**src/rtl/mem_arbiter_n_if.sv**
```systemverilog
// Bus bundle for mem_arbiter_n: upstream cache request ports plus the single
// downstream memory port. The slave modport is the arbiter's view and the
// master modport is the environment's view (caches and memory together).
interface mem_arbiter_n_if #(
  parameter int NUM_PORTS = 2,
  parameter int ADDR_W    = 32,
  parameter int LINE_W    = 256
) ();
  logic [NUM_PORTS-1:0]        req_read;
  logic [NUM_PORTS-1:0]        req_write;
  logic [NUM_PORTS*ADDR_W-1:0] req_address;
  logic [NUM_PORTS*LINE_W-1:0] req_wdata;
  logic [NUM_PORTS-1:0]        req_resp;
  logic [LINE_W-1:0]           req_rdata;
  logic                        mem_read;
  logic                        mem_write;
  logic [ADDR_W-1:0]           mem_address;
  logic [LINE_W-1:0]           mem_wdata;
  logic                        mem_resp;
  logic [LINE_W-1:0]           mem_rdata;

  modport slave (
    input  req_read, req_write, req_address, req_wdata, mem_resp, mem_rdata,
    output req_resp, req_rdata, mem_read, mem_write, mem_address, mem_wdata
  );

  modport master (
    output req_read, req_write, req_address, req_wdata, mem_resp, mem_rdata,
    input  req_resp, req_rdata, mem_read, mem_write, mem_address, mem_wdata
  );
endinterface

```
**src/rtl/mem_arbiter_n.sv**
```systemverilog
// N-port whole-line memory arbiter. Grants one upstream request at a time,
// latches it, forwards it downstream and returns the registered line with a
// one-cycle one-hot completion pulse. All outputs are registered.
// Compile-time option: define MEM_ARB_RR_EN for round-robin grant; otherwise
// the lowest requesting index wins.
//
// state | meaning
// IDLE  | waiting for any request; grant is taken at the end of this cycle
// BUSY  | latched request driven downstream until mem_resp
// RESP  | req_resp pulse to the granted port, downstream request dropped
module mem_arbiter_n #(
  parameter int NUM_PORTS = 2,
  parameter int ADDR_W    = 32,
  parameter int LINE_W    = 256
) (
  input  logic             clk,
  input  logic             rst,
  mem_arbiter_n_if.slave   bus
);
  localparam int GW = $clog2(NUM_PORTS);

  typedef enum logic [1:0] {IDLE, BUSY, RESP} state_t;

  state_t                 r_state;
  state_t                 w_state_nxt;
  logic [GW-1:0]          r_grant;
  logic                   r_mem_read;
  logic                   r_mem_write;
  logic [ADDR_W-1:0]      r_address;
  logic [LINE_W-1:0]      r_wdata;
  logic [LINE_W-1:0]      r_rdata;
  logic [NUM_PORTS-1:0]   r_resp;
  logic [NUM_PORTS-1:0]   w_req;
  logic [GW-1:0]          w_gnt;
  logic                   w_gnt_vld;
`ifdef MEM_ARB_RR_EN
  logic [GW-1:0]          r_ptr;
`endif

  assign w_req = bus.req_read | bus.req_write;

`ifdef MEM_ARB_RR_EN
  // Round-robin search: first requester at or above r_ptr, wrapping.
  always_comb begin
    int j;
    j         = 0;
    w_gnt     = '0;
    w_gnt_vld = 1'b0;
    for (int i = 0; i < NUM_PORTS; i++) begin
      j = int'(r_ptr) + i;
      if (j >= NUM_PORTS) j = j - NUM_PORTS;
      if (!w_gnt_vld && w_req[j]) begin
        w_gnt     = GW'(j);
        w_gnt_vld = 1'b1;
      end
    end
  end
`else
  // Fixed priority: scanning downward leaves the lowest requester selected.
  always_comb begin
    w_gnt     = '0;
    w_gnt_vld = 1'b0;
    for (int i = NUM_PORTS - 1; i >= 0; i--) begin
      if (w_req[i]) begin
        w_gnt     = GW'(i);
        w_gnt_vld = 1'b1;
      end
    end
  end
`endif

  // State register.
  always_ff @(posedge clk) begin
    if (rst) r_state <= IDLE;
    else     r_state <= w_state_nxt;
  end

  // Next-state logic; mem_resp only matters while BUSY.
  always_comb begin
    w_state_nxt = r_state;
    case (r_state)
      IDLE:    if (w_gnt_vld) w_state_nxt = BUSY;
      BUSY:    if (bus.mem_resp) w_state_nxt = RESP;
      RESP:    w_state_nxt = IDLE;
      default: w_state_nxt = IDLE;
    endcase
  end

  // Request latch, downstream drive and response registers.
  always_ff @(posedge clk) begin
    if (rst) begin
      r_grant     <= '0;
      r_mem_read  <= 1'b0;
      r_mem_write <= 1'b0;
      r_address   <= '0;
      r_wdata     <= '0;
      r_rdata     <= '0;
      r_resp      <= '0;
`ifdef MEM_ARB_RR_EN
      r_ptr       <= '0;
`endif
    end else begin
      case (r_state)
        IDLE: begin
          r_resp <= '0;
          if (w_gnt_vld) begin
            r_grant     <= w_gnt;
            r_address   <= bus.req_address[int'(w_gnt)*ADDR_W +: ADDR_W];
            r_wdata     <= bus.req_wdata[int'(w_gnt)*LINE_W +: LINE_W];
            // read+write together is treated as a write
            r_mem_write <= bus.req_write[w_gnt];
            r_mem_read  <= ~bus.req_write[w_gnt];
`ifdef MEM_ARB_RR_EN
            if (int'(w_gnt) == NUM_PORTS - 1) r_ptr <= '0;
            else                              r_ptr <= w_gnt + GW'(1);
`endif
          end
        end
        BUSY: begin
          if (bus.mem_resp) begin
            r_rdata     <= bus.mem_rdata;
            r_mem_read  <= 1'b0;
            r_mem_write <= 1'b0;
            r_resp      <= {{(NUM_PORTS-1){1'b0}}, 1'b1} << r_grant;
          end
        end
        RESP: begin
          r_resp <= '0;
        end
        default: begin
          r_resp      <= '0;
          r_mem_read  <= 1'b0;
          r_mem_write <= 1'b0;
        end
      endcase
    end
  end

  assign bus.mem_read    = r_mem_read;
  assign bus.mem_write   = r_mem_write;
  assign bus.mem_address = r_address;
  assign bus.mem_wdata   = r_wdata;
  assign bus.req_resp    = r_resp;
  assign bus.req_rdata   = r_rdata;
endmodule

```
**src/flat_wrapper.sv**
```systemverilog
// flat-port wrapper written by rule: the top's interface ports become plain ports
module mem_arbiter_n_flat 
#(
  parameter int NUM_PORTS = 2,
  parameter int ADDR_W    = 32,
  parameter int LINE_W    = 256
)
  (clk, rst, bus_req_read, bus_req_write, bus_req_address, bus_req_wdata, bus_mem_resp, bus_mem_rdata, bus_req_resp, bus_req_rdata, bus_mem_read, bus_mem_write, bus_mem_address, bus_mem_wdata);
  mem_arbiter_n_if #(.NUM_PORTS(NUM_PORTS), .ADDR_W(ADDR_W), .LINE_W(LINE_W)) bus_i ();
  input  logic clk;
  input  logic rst;
  input wire logic [$bits(bus_i.req_read)-1:0] bus_req_read;
  input wire logic [$bits(bus_i.req_write)-1:0] bus_req_write;
  input wire logic [$bits(bus_i.req_address)-1:0] bus_req_address;
  input wire logic [$bits(bus_i.req_wdata)-1:0] bus_req_wdata;
  input wire logic [$bits(bus_i.mem_resp)-1:0] bus_mem_resp;
  input wire logic [$bits(bus_i.mem_rdata)-1:0] bus_mem_rdata;
  output wire logic [$bits(bus_i.req_resp)-1:0] bus_req_resp;
  output wire logic [$bits(bus_i.req_rdata)-1:0] bus_req_rdata;
  output wire logic [$bits(bus_i.mem_read)-1:0] bus_mem_read;
  output wire logic [$bits(bus_i.mem_write)-1:0] bus_mem_write;
  output wire logic [$bits(bus_i.mem_address)-1:0] bus_mem_address;
  output wire logic [$bits(bus_i.mem_wdata)-1:0] bus_mem_wdata;
  assign bus_i.req_read = bus_req_read;
  assign bus_i.req_write = bus_req_write;
  assign bus_i.req_address = bus_req_address;
  assign bus_i.req_wdata = bus_req_wdata;
  assign bus_i.mem_resp = bus_mem_resp;
  assign bus_i.mem_rdata = bus_mem_rdata;
  assign bus_req_resp = bus_i.req_resp;
  assign bus_req_rdata = bus_i.req_rdata;
  assign bus_mem_read = bus_i.mem_read;
  assign bus_mem_write = bus_i.mem_write;
  assign bus_mem_address = bus_i.mem_address;
  assign bus_mem_wdata = bus_i.mem_wdata;
  mem_arbiter_n #(.NUM_PORTS(NUM_PORTS), .ADDR_W(ADDR_W), .LINE_W(LINE_W)) u_core (.clk(clk), .rst(rst), .bus(bus_i));
endmodule
```
**config.mk**
```make
export PLATFORM = sky130hd
export DESIGN_NAME = mem_arbiter_n_flat
export DESIGN_NICKNAME = d
export VERILOG_FILES = /design/src/rtl/mem_arbiter_n_if.sv /design/src/rtl/mem_arbiter_n.sv /design/src/flat_wrapper.sv
export SDC_FILE = /design/constraint.sdc
export NUM_CORES = 1
export LEC_CHECK = 0
export CAP_MARGIN = 20
export CORE_AREA = 2 2 536 538
export DETAILED_ROUTE_END_ITERATION = 10
export DIE_AREA = 0 0 538 540
export DONT_BUFFER_PORTS = 1
export SLEW_MARGIN = 20
export SYNTH_ARGS = -nofsm -noshare
export SYNTH_HDL_FRONTEND = slang
export SYNTH_SLANG_ARGS = --single-unit
```
**constraint.sdc**
```tcl
create_clock -name clk -period 2.5 [get_ports clk]
set_input_delay 0.375 -clock clk [delete_from_list [all_inputs] [get_ports clk]]
set_output_delay 0.375 -clock clk [all_outputs]
set_load 0.1 [all_outputs]
```
; Yosys cells after proc, flatten, opt, wreduce, memory -nomap -nowiden
; Index checks and enable logic that the tools add are counted.
[word_totals]
ff_bits = 551
output_inout_bits = 548
wordCells = 39
[op_classes]
n_lt_le_gt_ge = 1
n_eq_ne = 4
n_shift = 3
n_mux = 13
bitwise_logic = 4
reduce_logical = 6
[op_table]
columns = cell, n
row1 = indexed part select 512 x 10 -> 256 bit, 1
row2 = indexed part select 64 x 7 -> 32 bit, 1
row3 = two-way mux 1 bit, 8
row4 = one-hot mux 1 bit (3 select lines), 2
row5 = AND reduction 2 bit, 3
row6 = two-way mux 2 bit, 2
row7 = one-hot mux 2 bit (2 select lines), 1
row8 = inverter 1 bit, 3
row9 = AND reduction 3 bit, 1
row10 = "== test 2 x 1 -> 1 bit, second input constant", 1
row11 = "== test 2 bit, second input constant", 1
row12 = zero test 2 bit, 1
row13 = "less-than comparator 1 x 2 -> 1 bit, second input constant", 1
row14 = "inequality test 2 x 1 -> 1 bit, second input constant", 1
row15 = "inequality test 2 bit, second input constant", 1
row16 = OR 2 bit, 1
row17 = OR reduction 2 bit, 1
row18 = "left shift 1 x 1 -> 2 bit, first input constant", 1

; Longest topological paths before layout
; Gate-level depths: netlist (run 1).
[logic_depth]
depth_word = 8
depth_mapped = 7
mapped_depth_nobuf = 3

; Worst setup path before layout (run 1)
; No wires, ideal clock.
[synth_timing]
kind = input to register
start = input bus_req_write[1]
end = register u_core.r_wdata[165] (netlist: u_core.bus.mem_wdata[165])
t_arrival_ns = 1.539
required_time_ns = 2.358
slack_ns = 0.819
stages = 6
path_buffers = 3
cell_sequence = or4_1 > buf_2 > buf_6 > buf_6 > a21oi_1 > a311oi_1
[synth_via]
elab_chain_cells = 4
elab_cells_between_ends = 6
classes_between = shift (1) / mux (3) / bitwise (1) / reduce/logical (1)
[synth_lines]
columns = element, line
row1 = "start, declared", flat_wrapper.sv:13  ; input wire logic [$bits(bus_i.req_write)-1:0] bus_req_write;
row2 = OR 2 bit *, mem_arbiter_n.sv:40  ; assign w_req = bus.req_read | bus.req_write;
row3 = two-way mux 1 bit *, mem_arbiter_n.sv:64  ; if (w_req[i]) begin
row4 = two-way mux 1 bit, mem_arbiter_n.sv:64
row5 = indexed part select 512 x 10 -> 256 bit or AND reduction 2 bit (tied branches), --
row6 = "end signal, assigned", mem_arbiter_n.sv:109  ; r_wdata <= bus.req_wdata[int'(w_gnt)*LINE_W +: LINE_W];
row7 = "end, declared", mem_arbiter_n.sv:30  ; logic [LINE_W-1:0] r_wdata;
; Mark *: on every way between the ends. The rest lies on a longest branch, timed or not.
; A chain may end at the register's enable or synchronous reset.

; Worst setup path after layout (run 1)
[layout_timing]
start = register u_core.r_state[0]
end = register u_core.r_wdata[217] (netlist: u_core.bus.mem_wdata[217])
[layout_via]
elab_chain_cells = 2
[layout_lines]
columns = element, line
row1 = "start, declared", mem_arbiter_n.sv:24  ; state_t r_state;
row2 = "start signal, assigned", mem_arbiter_n.sv:75  ; else r_state <= w_state_nxt;
row3 = zero test 2 bit, mem_arbiter_n.sv:103  ; case (r_state)
row4 = AND reduction 2 bit (no source line), --
; No other way between the ends.

==> qor.yml, run 1 <==
synth_edf_count: 0
root_buffer: "clkbuf_16"
via_per_inst: 3.83
worst_ep_required_time_ps: 3170
synth-async-reset-ratio_pct: 0
dpl-instance-area_sq_um: 31200
gr-total-overflow: 0
grt_usage_pct: 14.1
yosysSeqAreaShare_pct: 48.5
outcome: "complete, but fails checks"
utilization_pct: 15.4
yosysWarnings: 0
drv_cap: 0
gp_congestion: 1.01
synth_cells: 2844
fin_crit_ps: 2550
drc_errors: 0
hold_slack_ps: 103
cts_buffers: 76
die_area_sq_um: 291000
hpwl_microns: 176000
avgSynthCellArea_sq_um: 8.01
vias: 31000
clock_path_buffers: 4
hp-class: "in -> reg"
leakagePower_nw: 16.3
maxSlewViolCount: 68
clk_pin_slew_ps: 70
antenna_found_initial: 225
power.density_nw_per_um2: 772
start_util_pct: 8.00
syn_area_sq_um: 22800
cp.arrival_ps: 3220
rows: 196
violations: "max-slew violations, negative setup slack"
max_slew_margin_pct: -8.00
power_mw: 33.9
h-tree-depth: 3
drtIter0Drc: 3287
cts_tree: "done"
die_h_microns: 540
core_area_sq_um: 284000
tightest_slew_ps: 1620
cts_post_setup_buffers_inserted: 0
final_antenna_net_count: 0
nFillCells: 31800
rsz0062_at_grt: "true"
die_x_microns: 538
synth_cell_types: 30
fin_skew_ps: 29.2
setup_tns_ps: -60.9
critPathCaptureType: "register"
grt_pass1_wl_microns: 274000
totalWireLength_microns: 224000
wire_per_inst_microns: 27.6
io_buffers: 0
grt_pass1_vias: 29200
fmax_mhz: 392
drive_gt1_share_pct: 18.3
vdd_drop_max_v: 0.000552
hold_viol_final: 0
startpoint_type: "register"
syn_to_final_growth_pct: 93.0
ioPinCount: 1387
setup_viol_count_final: 2
numClockSinks: 551
worstSkewPairLatency_ps: 800
fin_nets: 5015
synth-seq-cells: 551
drt-pass1-iter-count: 7
syn_nets: 3683
crit_fanout: 38
fin_area_sq_um: 43900
synth_ff_type: "dfxtp_1"
grt_max_degree: 550
final.period_utilization_pct: 102
worst_slack_ps: -51.8
path_class: "reg -> reg"
[area by class of cell]
cell class              count  area, sq um  area share [%]
clock inverters            27          382           0.868
multi-input cells        1950        10300            23.4
inverters                   2         7.51          0.0171
repair buffers           1595        15000            34.1
clock buffers             104         2210            5.03
well taps                3762         4710            10.7
diodes                    120          300           0.683
flip-flops and latches    551        11100            25.2
[metrics by stage]
| stage | setup slack, ps | cells |
|---|---|---|
| floorplan | 819 | 2844 |
| global placement | 509 | 6881 |
| detailed placement | 496 | 6881 |
| CTS | 10.2 | 7970 |
| global route | -72.1 | 8057 |
| finish | -51.8 | 8111 |
[placed cells by master (no fill, tap or decap), types with 2 or more instances in the layout]
master / n
a21oi_1: 547
nor2_4: 3
bufinv_16: 7
dfxtp_1: 530
diode_2: 120
clkinv_2: 7
buf_12: 37
buf_16: 4
dfxtp_2: 20
clkbuf_1: 9
a311oi_1: 288
dlygate4sd3_1: 976
clkbuf_8: 18
clkbuf_16: 78
or2_4: 2
nand3_1: 289
mux2i_1: 2
nor2_1: 4
o21ai_0: 288
o311ai_0: 2
o21ai_1: 2
clkinvlp_4: 5
nand2_1: 512
inv_1: 2
buf_4: 576
inv_6: 5
[final timing paths]
path / endpoint / startpoint / depth (start not counted) / slack (ps)
max: u_core.bus.mem_wdata[217]$_SDFFE_PP0P_ / u_core.r_state[0]$_SDFFE_PP0P_ / 6 / -50
min: u_core.bus.req_rdata[87]$_SDFFE_PP0P_ / bus_mem_resp / 4 / 100
max reg2reg: u_core.bus.mem_wdata[217]$_SDFFE_PP0P_ / u_core.r_state[0]$_SDFFE_PP0P_ / 6 / -50
min reg2reg: u_core.bus.req_rdata[254]$_SDFFE_PP0P_ / u_core.bus.req_rdata[254]$_SDFFE_PP0P_ / 2 / 460
[power breakdown]
group          leakage (nW)  total (mW)  switching, mW  internal, mW
Sequential             4.54        10.3          0.751          9.56
Clock                  1.26        11.8           4.87          6.92
Combinational          10.4        11.8           8.70          3.14
Total                  16.3        33.9           14.3          19.6
[kinds of logic (layout without fill, tap and decap cells)]
kind of cell / count (synthesis) / after routing / synth area share, %
buf+inv: 343 / 1728 / 6.43
flops: 551 / 551 / 48.5
compound gates: 1129 / 1129 / 29.6
mux: 2 / 2 / 0.0879
other cells: 0 / 120 / 0
simple gates: 819 / 819 / 15.4
[metal layers]
metal / GRT usage [%] / part of all wire [%]
met5: 0 / 0.42
met4: 11.6 / 9.8
met3: 8.89 / 15
met2: 21.4 / 41
met1: 13.6 / 33
[synthesized netlist by cell type, drive strengths merged, types with 2 or more instances]
cell / number / area, sq um
a21oi: 548 / 2740
a311oi: 288 / 2520
buf: 91 / 518
clkbuf: 250 / 938
dfxtp: 551 / 11000
inv: 2 / 7.51
mux2i: 2 / 20.0
nand2: 512 / 1920
nand3: 289 / 1450
nor2: 7 / 36.3
o21ai: 290 / 1450
o311ai: 2 / 17.5
or2: 2 / 12.5
[flip-flops by register name (all words and copies together), names as in the netlist]
name                    flops
u_core.bus.mem_wdata      256
u_core.bus.req_rdata      256
u_core.bus.mem_address     32
u_core.bus.req_resp         2
u_core.r_state              2
u_core.bus.mem_read         1
u_core.bus.mem_write        1
u_core.r_grant              1
[worst max-delay path: stages, from the launching register on]
cell and delay, ps:
dfxtp_2 380, buf_4 190, nor3_4 300, buf_12 210, buf_4 440, a311oi_1 230, dlygate4sd3_1 630
[what timing repair did]
action | CTS | global route
setup endpoints to repair | 0 | 247
endpoints found under the hold margin | 551 | 111
gates resized for setup | 0 | 8
hold buffers | 958 | 20
No activity file was read; power rests on OpenSTA's default activity.
==> inputs of run 2 (changes only) <==
clock period = 3 ns   (was 2.5 ns; I/O delays follow)
==> qor.yml, run 2 (synthesized netlist as in run 1, its figures left out) <==
outcome: "finished clean"
dp.cells: 6546  # -4.9%
leakagePower_nw: 14.7  # -9.6%
final_common_cell: "dlygate4sd3_1"
power.density_nw_per_um2: 658  # -15%
fin_skew_ps: 44.9  # +15.7 ps
crit_fanout: 129  # +240%
fin_crit_ps: 2730  # +174 ps
drive_gt1_share_pct: 10.9  # -7.4 points
grt_max_degree: 383  # -30%
syn_to_final_growth_pct: 82.1
crit_start: "u_core.r_state[1]$_SDFFE_PP0P_"
grt_usage_pct: 14.3  # +0.13 points
fin_nets: 4719  # -5.9%
hpwl_microns: 173000  # -1.4%
drtIter0Drc: 3280  # -0.21%
die_x_microns: 538  # unchanged
hold_depth: 3  # -1
grt_pass1_wl_microns: 274000  # about the same
gp_congestion: 1.04  # +3.4%
fin_area_sq_um: 41500  # -5.6%
crit_cells: 6  # unchanged
antenna_found_initial: 230  # +2.2%
cts_buffers: 76  # unchanged
startpoint_type: "register"
crit_path_frequent_cell: "buf_12"
crit_slowest_cell: "dfxtp_1"
place_ws_ps: 573  # +77.0 ps
totalWireLength_microns: 222000  # -0.77%
worstReg2RegEnd: "u_core.bus.req_rdata[20]$_SDFFE_PP0P_"
utilization_pct: 14.6  # -0.87 points
reg2regPathDepth: 6  # unchanged
gr-total-overflow: 0  # unchanged
drv_cap: 0  # unchanged
hold_slack_ps: 62.3  # -40.8 ps
timing.critical_path.buf_inv: 3  # -1
min_to: "u_core.bus.mem_write$_SDFFE_PP0P_"
critPathMaxStageDelay_ps: 630  # about the same
via_per_inst: 3.80  # -0.65%
final_antenna_net_count: 0  # unchanged
max_slew_margin_pct: 20.3  # +28 points
numClockSinks: 551  # unchanged
drc_errors: 0  # unchanged
cts_resized: 0  # unchanged
cts_tree: "done"
crit_chain: "nand3b_1 -> buf_12 -> buf_12 -> nand2_1 -> a21oi_1 -> dlygate4sd3_1"
hold_viol_final: 0  # unchanged
root_buffer: "clkbuf_16"
intPower_mw: 15.5  # -21%
setup_tns_ps: 0  # +60.9 ps
power_frac_clock_pct: 34.4  # -0.3 points
die_h_microns: 540  # unchanged
switching_share_pct: 43.3  # +1.1 points
dpl-instance-area_sq_um: 28500  # -8.7%
critPathCaptureType: "register"
path_class: "reg -> reg"
power.net_switching_mw: 11.8  # -18%
final_cell_mix: "1013 x dlygate4sd3_1, 548 x a21oi_1, 532 x dfxtp_1"
worstSkewPairLatency_ps: 790  # about the same
worst_slack_ps: 274  # +326 ps
grt_pass1_vias: 28200  # -3.5%
rsz0062_at_grt: "false"
hold_start: "bus_req_write[1]"
rows: 196  # unchanged
ioPinCount: 1387  # unchanged
cp.arrival_ps: 3430  # +210 ps
clock_path_buffers: 4  # unchanged
h-tree-depth: 3  # unchanged
clk_pin_slew_ps: 80  # about the same
setup_viol_count_final: 0  # -2
die_area_sq_um: 291000  # unchanged
power_mw: 27.3  # -20%
core_area_sq_um: 284000  # unchanged
start_util_pct: 8.00  # unchanged
r2r-start: "u_core.r_state[1]$_SDFFE_PP0P_"
finalNonFillerCells: 7839  # -3.4%
hp-class: "in -> reg"
vdd_drop_max_v: 0.000417  # -25%
combPwrFrac_pct: 23.6  # -11 points
fmax_mhz: 367  # -6.4%
drt-pass1-iter-count: 9  # +2
crit_family: "buffers and inverters"
maxSlewViolCount: 0  # -100%
wire_per_inst_microns: 28.4  # +2.7%
final.period_utilization_pct: 90.9  # -11 points
worst_ep_required_time_ps: 3710  # +540 ps
vias: 29800  # -4.0%
r2r_slack_ps: 270  # +330 ps
io_buffers: 0  # unchanged
seq_power_share_pct: 42.0  # +12 points
tightest_slew_ps: 1200  # -424 ps
nFillCells: 32000  # +0.81%
[run 2: cell count changes in the layout (fill, tap and decap cells not counted), sizes merged]
| cell | before | now |
|---|---|---|
| buf | 618 | 286 |
| bufinv | 7 | 4 |
| clkinv | 10 | 7 |
| clkinvlp | 5 | 7 |
| diode | 120 | 143 |
| dlygate4sd3 | 976 | 1013 |
| inv | 7 | 11 |
[run 2: power by group through the flow]
stage | clock network, mW | logic [mW] | registers [mW]
2_1_floorplan | 0 | 1.63 | 13.0
3_3_place_gp | 0 | 4.79 | 11.6
3_5_place_dp | 0 | 4.82 | 11.6
4_1_cts | 9.67 | 6.30 | 11.5
5_1_grt | 9.89 | 6.71 | 11.5
6_report | 9.38 | 6.44 | 11.5
[run 2: cell type report]
type	instances	area, sq um	area share (%)
inverter	2	7.51	0.0181
multi-input combinational	1950	10300	24.8
antenna	143	358	0.863
sequential	551	11100	26.7
timing repair buffer	1299	12600	30.4
clock buffer	105	2130	5.14
tap	3762	4710	11.4
clock inverter	27	289	0.697
[run 2: how the worst max path moves through the flow]
| stage | end |
|---|---|
| 2_1_floorplan | u_core.bus.mem_wdata[165]$_SDFFE_PP0P_ |
| 3_5_place_dp | u_core.bus.mem_address[27]$_SDFFE_PP0P_ |
| 3_3_place_gp | u_core.bus.mem_address[20]$_SDFFE_PP0P_ |
| 6_report | u_core.bus.req_rdata[20]$_SDFFE_PP0P_ |
| 5_1_grt | u_core.bus.req_rdata[160]$_SDFFE_PP0P_ |
| 4_1_cts | u_core.bus.mem_address[31]$_SDFFE_PP0P_ |
[run 2: worst reg2reg max path, delay by kind of cell (launching register included)]
family / cells / cell delay (ps)
buffers and inverters: 3 / 1420
AO/OA/AOI/OAI: 1 / 210
AND/OR/NAND/NOR: 2 / 420
flip-flops: 1 / 630
[run 2: timing repair]
| action | in CTS | in global routing |
|---|---|---|
| setup endpoints to repair | 0 | 118 |
| endpoints found under the hold margin | 551 | 0 |
| buffers inserted | 0 | 3 |
| hold buffers | 1015 | 0 |
[run 2: per-layer routing]
layer,track usage [%],routed length [microns]
met5,0,833
met4,10.6,18300
met3,8.37,33500
met2,22.1,96300
met1,14.0,73400
==> RTL edit: new RTL, settings of run 2 <==
Build with the macro `MEM_ARB_RR_EN` defined.
--- a/src/rtl/mem_arbiter_n.sv
+++ b/src/rtl/mem_arbiter_n.sv
@@ -8,6 +8,8 @@
 // IDLE  | waiting for any request; grant is taken at the end of this cycle
 // BUSY  | latched request driven downstream until mem_resp
 // RESP  | req_resp pulse to the granted port, downstream request dropped
+`define MEM_ARB_RR_EN
+
 module mem_arbiter_n #(
   parameter int NUM_PORTS = 2,
   parameter int ADDR_W    = 32,
Function: not settled (the Yosys comparison gave no result); the edit may change what the design does.
==> RTL edit against run 2 <==
Worst setup slack got worse by 0.22 ns. Total power fell by 0.93%. Synthesized cell count fell by 26%. Via count fell by 21%. Cell area fell by 8.8%. Synthesized area fell by 11%. Sequential cell count rose by 1. Clock skew fell by 0.0072 ns. Wire length fell by 4.7%.
==> RTL edit: results (changes against run 2) <==
[status]
status=finished clean  ; unchanged

[clocking]
cts_inserted_buffers=74  ; was 76
insertion_delay_ns=0.77  ; was 0.79 ns

[global_route]
antenna_found_initial=234  ; was 230
first_pass_grt_wire_length_um=251800  ; was 274,100 um
grt_pass1_vias=22460  ; was 28,200
maximum_number_of_pins_on_one_net_before_global_route_repair=162  ; was 383
grt_use_total_pct=13.62  ; was 14.27%

[placement]
globalplace.congestion=0.9853  ; was 1.042
place_inst=5965  ; was 6,546
dpl_cell_area_um2=26110  ; was 28,460 um2
post-place-ws_ns=0.6034  ; was 0.5729 ns
place.detailed.hpwl_um=174900  ; was 173,200 um

[final_layout]
final_net_count=3989  ; was 4,719
final_layout_size_suffix_gt1_share_pct=12.81  ; was 10.90%
stdcell_count=7129  ; was 7,839

[route]
detail_route.first_pass.iterations=8  ; was 9
drt_iter0_markers=1875  ; was 3,280
via_count=23430  ; was 29,800
avgRoutedWirePerCell_um=29.74  ; was 28.36 um

[critical_path]
slowest_delay_ns=0.59  ; was 0.63 ns
cp_max_fo=118  ; was 129
cpMaxStageDelayCell=sky130_fd_sc_hd__dlygate4sd3_1  ; was sky130_fd_sc_hd__dfxtp_1
setup.reg_to_reg.worst_slack_ns=0.05  ; was 0.27 ns
worst_ep_arrival_time_ns=3.57  ; was 3.43 ns

[timing]
final.period_utilization_pct=98.21  ; was 90.88%
whs_ns=0.1267  ; was 0.06225 ns
worstMarginPinSlew_ns=1.209  ; was 1.196 ns
finalClockSkew_ns=0.03764  ; was 0.04486 ns

[logic_synthesis]
syn_avg_cell_area_um2=9.559  ; was 8.005 um2
syn_nets=2954  ; was 3,683
synth_common_cells=sky130_fd_sc_hd__dfxtp_1, sky130_fd_sc_hd__nand2_1, sky130_fd_sc_hd__a221o_1, sky130_fd_sc_hd__a21oi_1, sky130_fd_sc_hd__and2_0  ; was sky130_fd_sc_hd__dfxtp_1, sky130_fd_sc_hd__a21oi_1, sky130_fd_sc_hd__nand2_1, sky130_fd_sc_hd__nand3_1
area_fraction_in_compound_gates_after_synthesis_pct=21.07  ; was 29.61%
yosys-mux-area-fraction_pct=0.04951  ; was 0.08793%
netlist-cell-type-count=30  ; unchanged
synth-seq-area-share_pct=54.66  ; was 48.45%
yosys-top-cells-area=sky130_fd_sc_hd__dfxtp_1, sky130_fd_sc_hd__a221o_1, sky130_fd_sc_hd__nand2_1  ; was sky130_fd_sc_hd__dfxtp_1, sky130_fd_sc_hd__a21oi_1, sky130_fd_sc_hd__a311oi_1

[pwr]
max-vdd-ir-drop_mv=0.4350  ; was 0.4165 mV
power.leakage_nw=14.13  ; was 14.69 nW

[worst_hold_path]
path_class_of_the_lowest_slack_min_delay_path=input pin to flip-flop  ; unchanged

==> RTL edit: cell count changes after synthesis, sizes merged, moves of 286 or more <==
cell    delta
o21ai    -286
a221o    +288
and2     +289
a311oi   -288
a21oi    -286
nand3    -288
==> RTL edit: path summary, 6_finish.rpt <==
check,from,endpoint,cells past startpoint
max reg2reg,u_core.r_state[1],u_core.bus.mem_wdata[111],7
min,bus_req_write[1],u_core.r_grant,2
min reg2reg,u_core.bus.req_rdata[93],u_core.bus.req_rdata[93],2
max,u_core.r_state[1],u_core.bus.mem_wdata[111],7
==> RTL edit: report_power, final <==
group,internal [mW],total [mW],switching [mW]
Sequential,7.99,11.4,3.39
Combinational,2.06,6.13,4.07
Clock,5.58,9.51,3.93
Total,15.6,27.0,11.4
==> RTL edit: repair_timing <==
| item | 4_1_cts | 5_1_grt |
|---|---|---|
| gates resized for setup | 0 | 5 |
| setup buffers | 0 | 4 |
| endpoints found under the hold margin | 552 | 0 |
| hold buffers | 866 | 0 |
| setup endpoints to repair | 0 | 10 |
==> RTL edit: metal layers <==
metal  wire length, um  global-route usage, %  vias to the layer above
li1                  -                      -                     9715
met4             12240                  6.589                       88
met5               628                      0                        -
met3             38440                  10.44                      649
met2             89240                  20.96                     2014
met1             71450                  13.32                    10960
==> RTL edit: logic make-up after synthesis <==
logic type,count (synthesis)
buf+inv,182
flops,552
compound gates,559
mux,1
simple gates,821
==> RTL edit: cell type report <==
cell class | count | area [um2]
fill | 31990 | 246700
antenna | 167 | 417.9
tap | 3762 | 4707
multi-input combinational | 1382 | 8165
timing repair buffer | 1139 | 10950
inverter | 1 | 3.754
sequential | 552 | 11060
clock buffer | 96 | 2066
clock inverter | 30 | 430.4
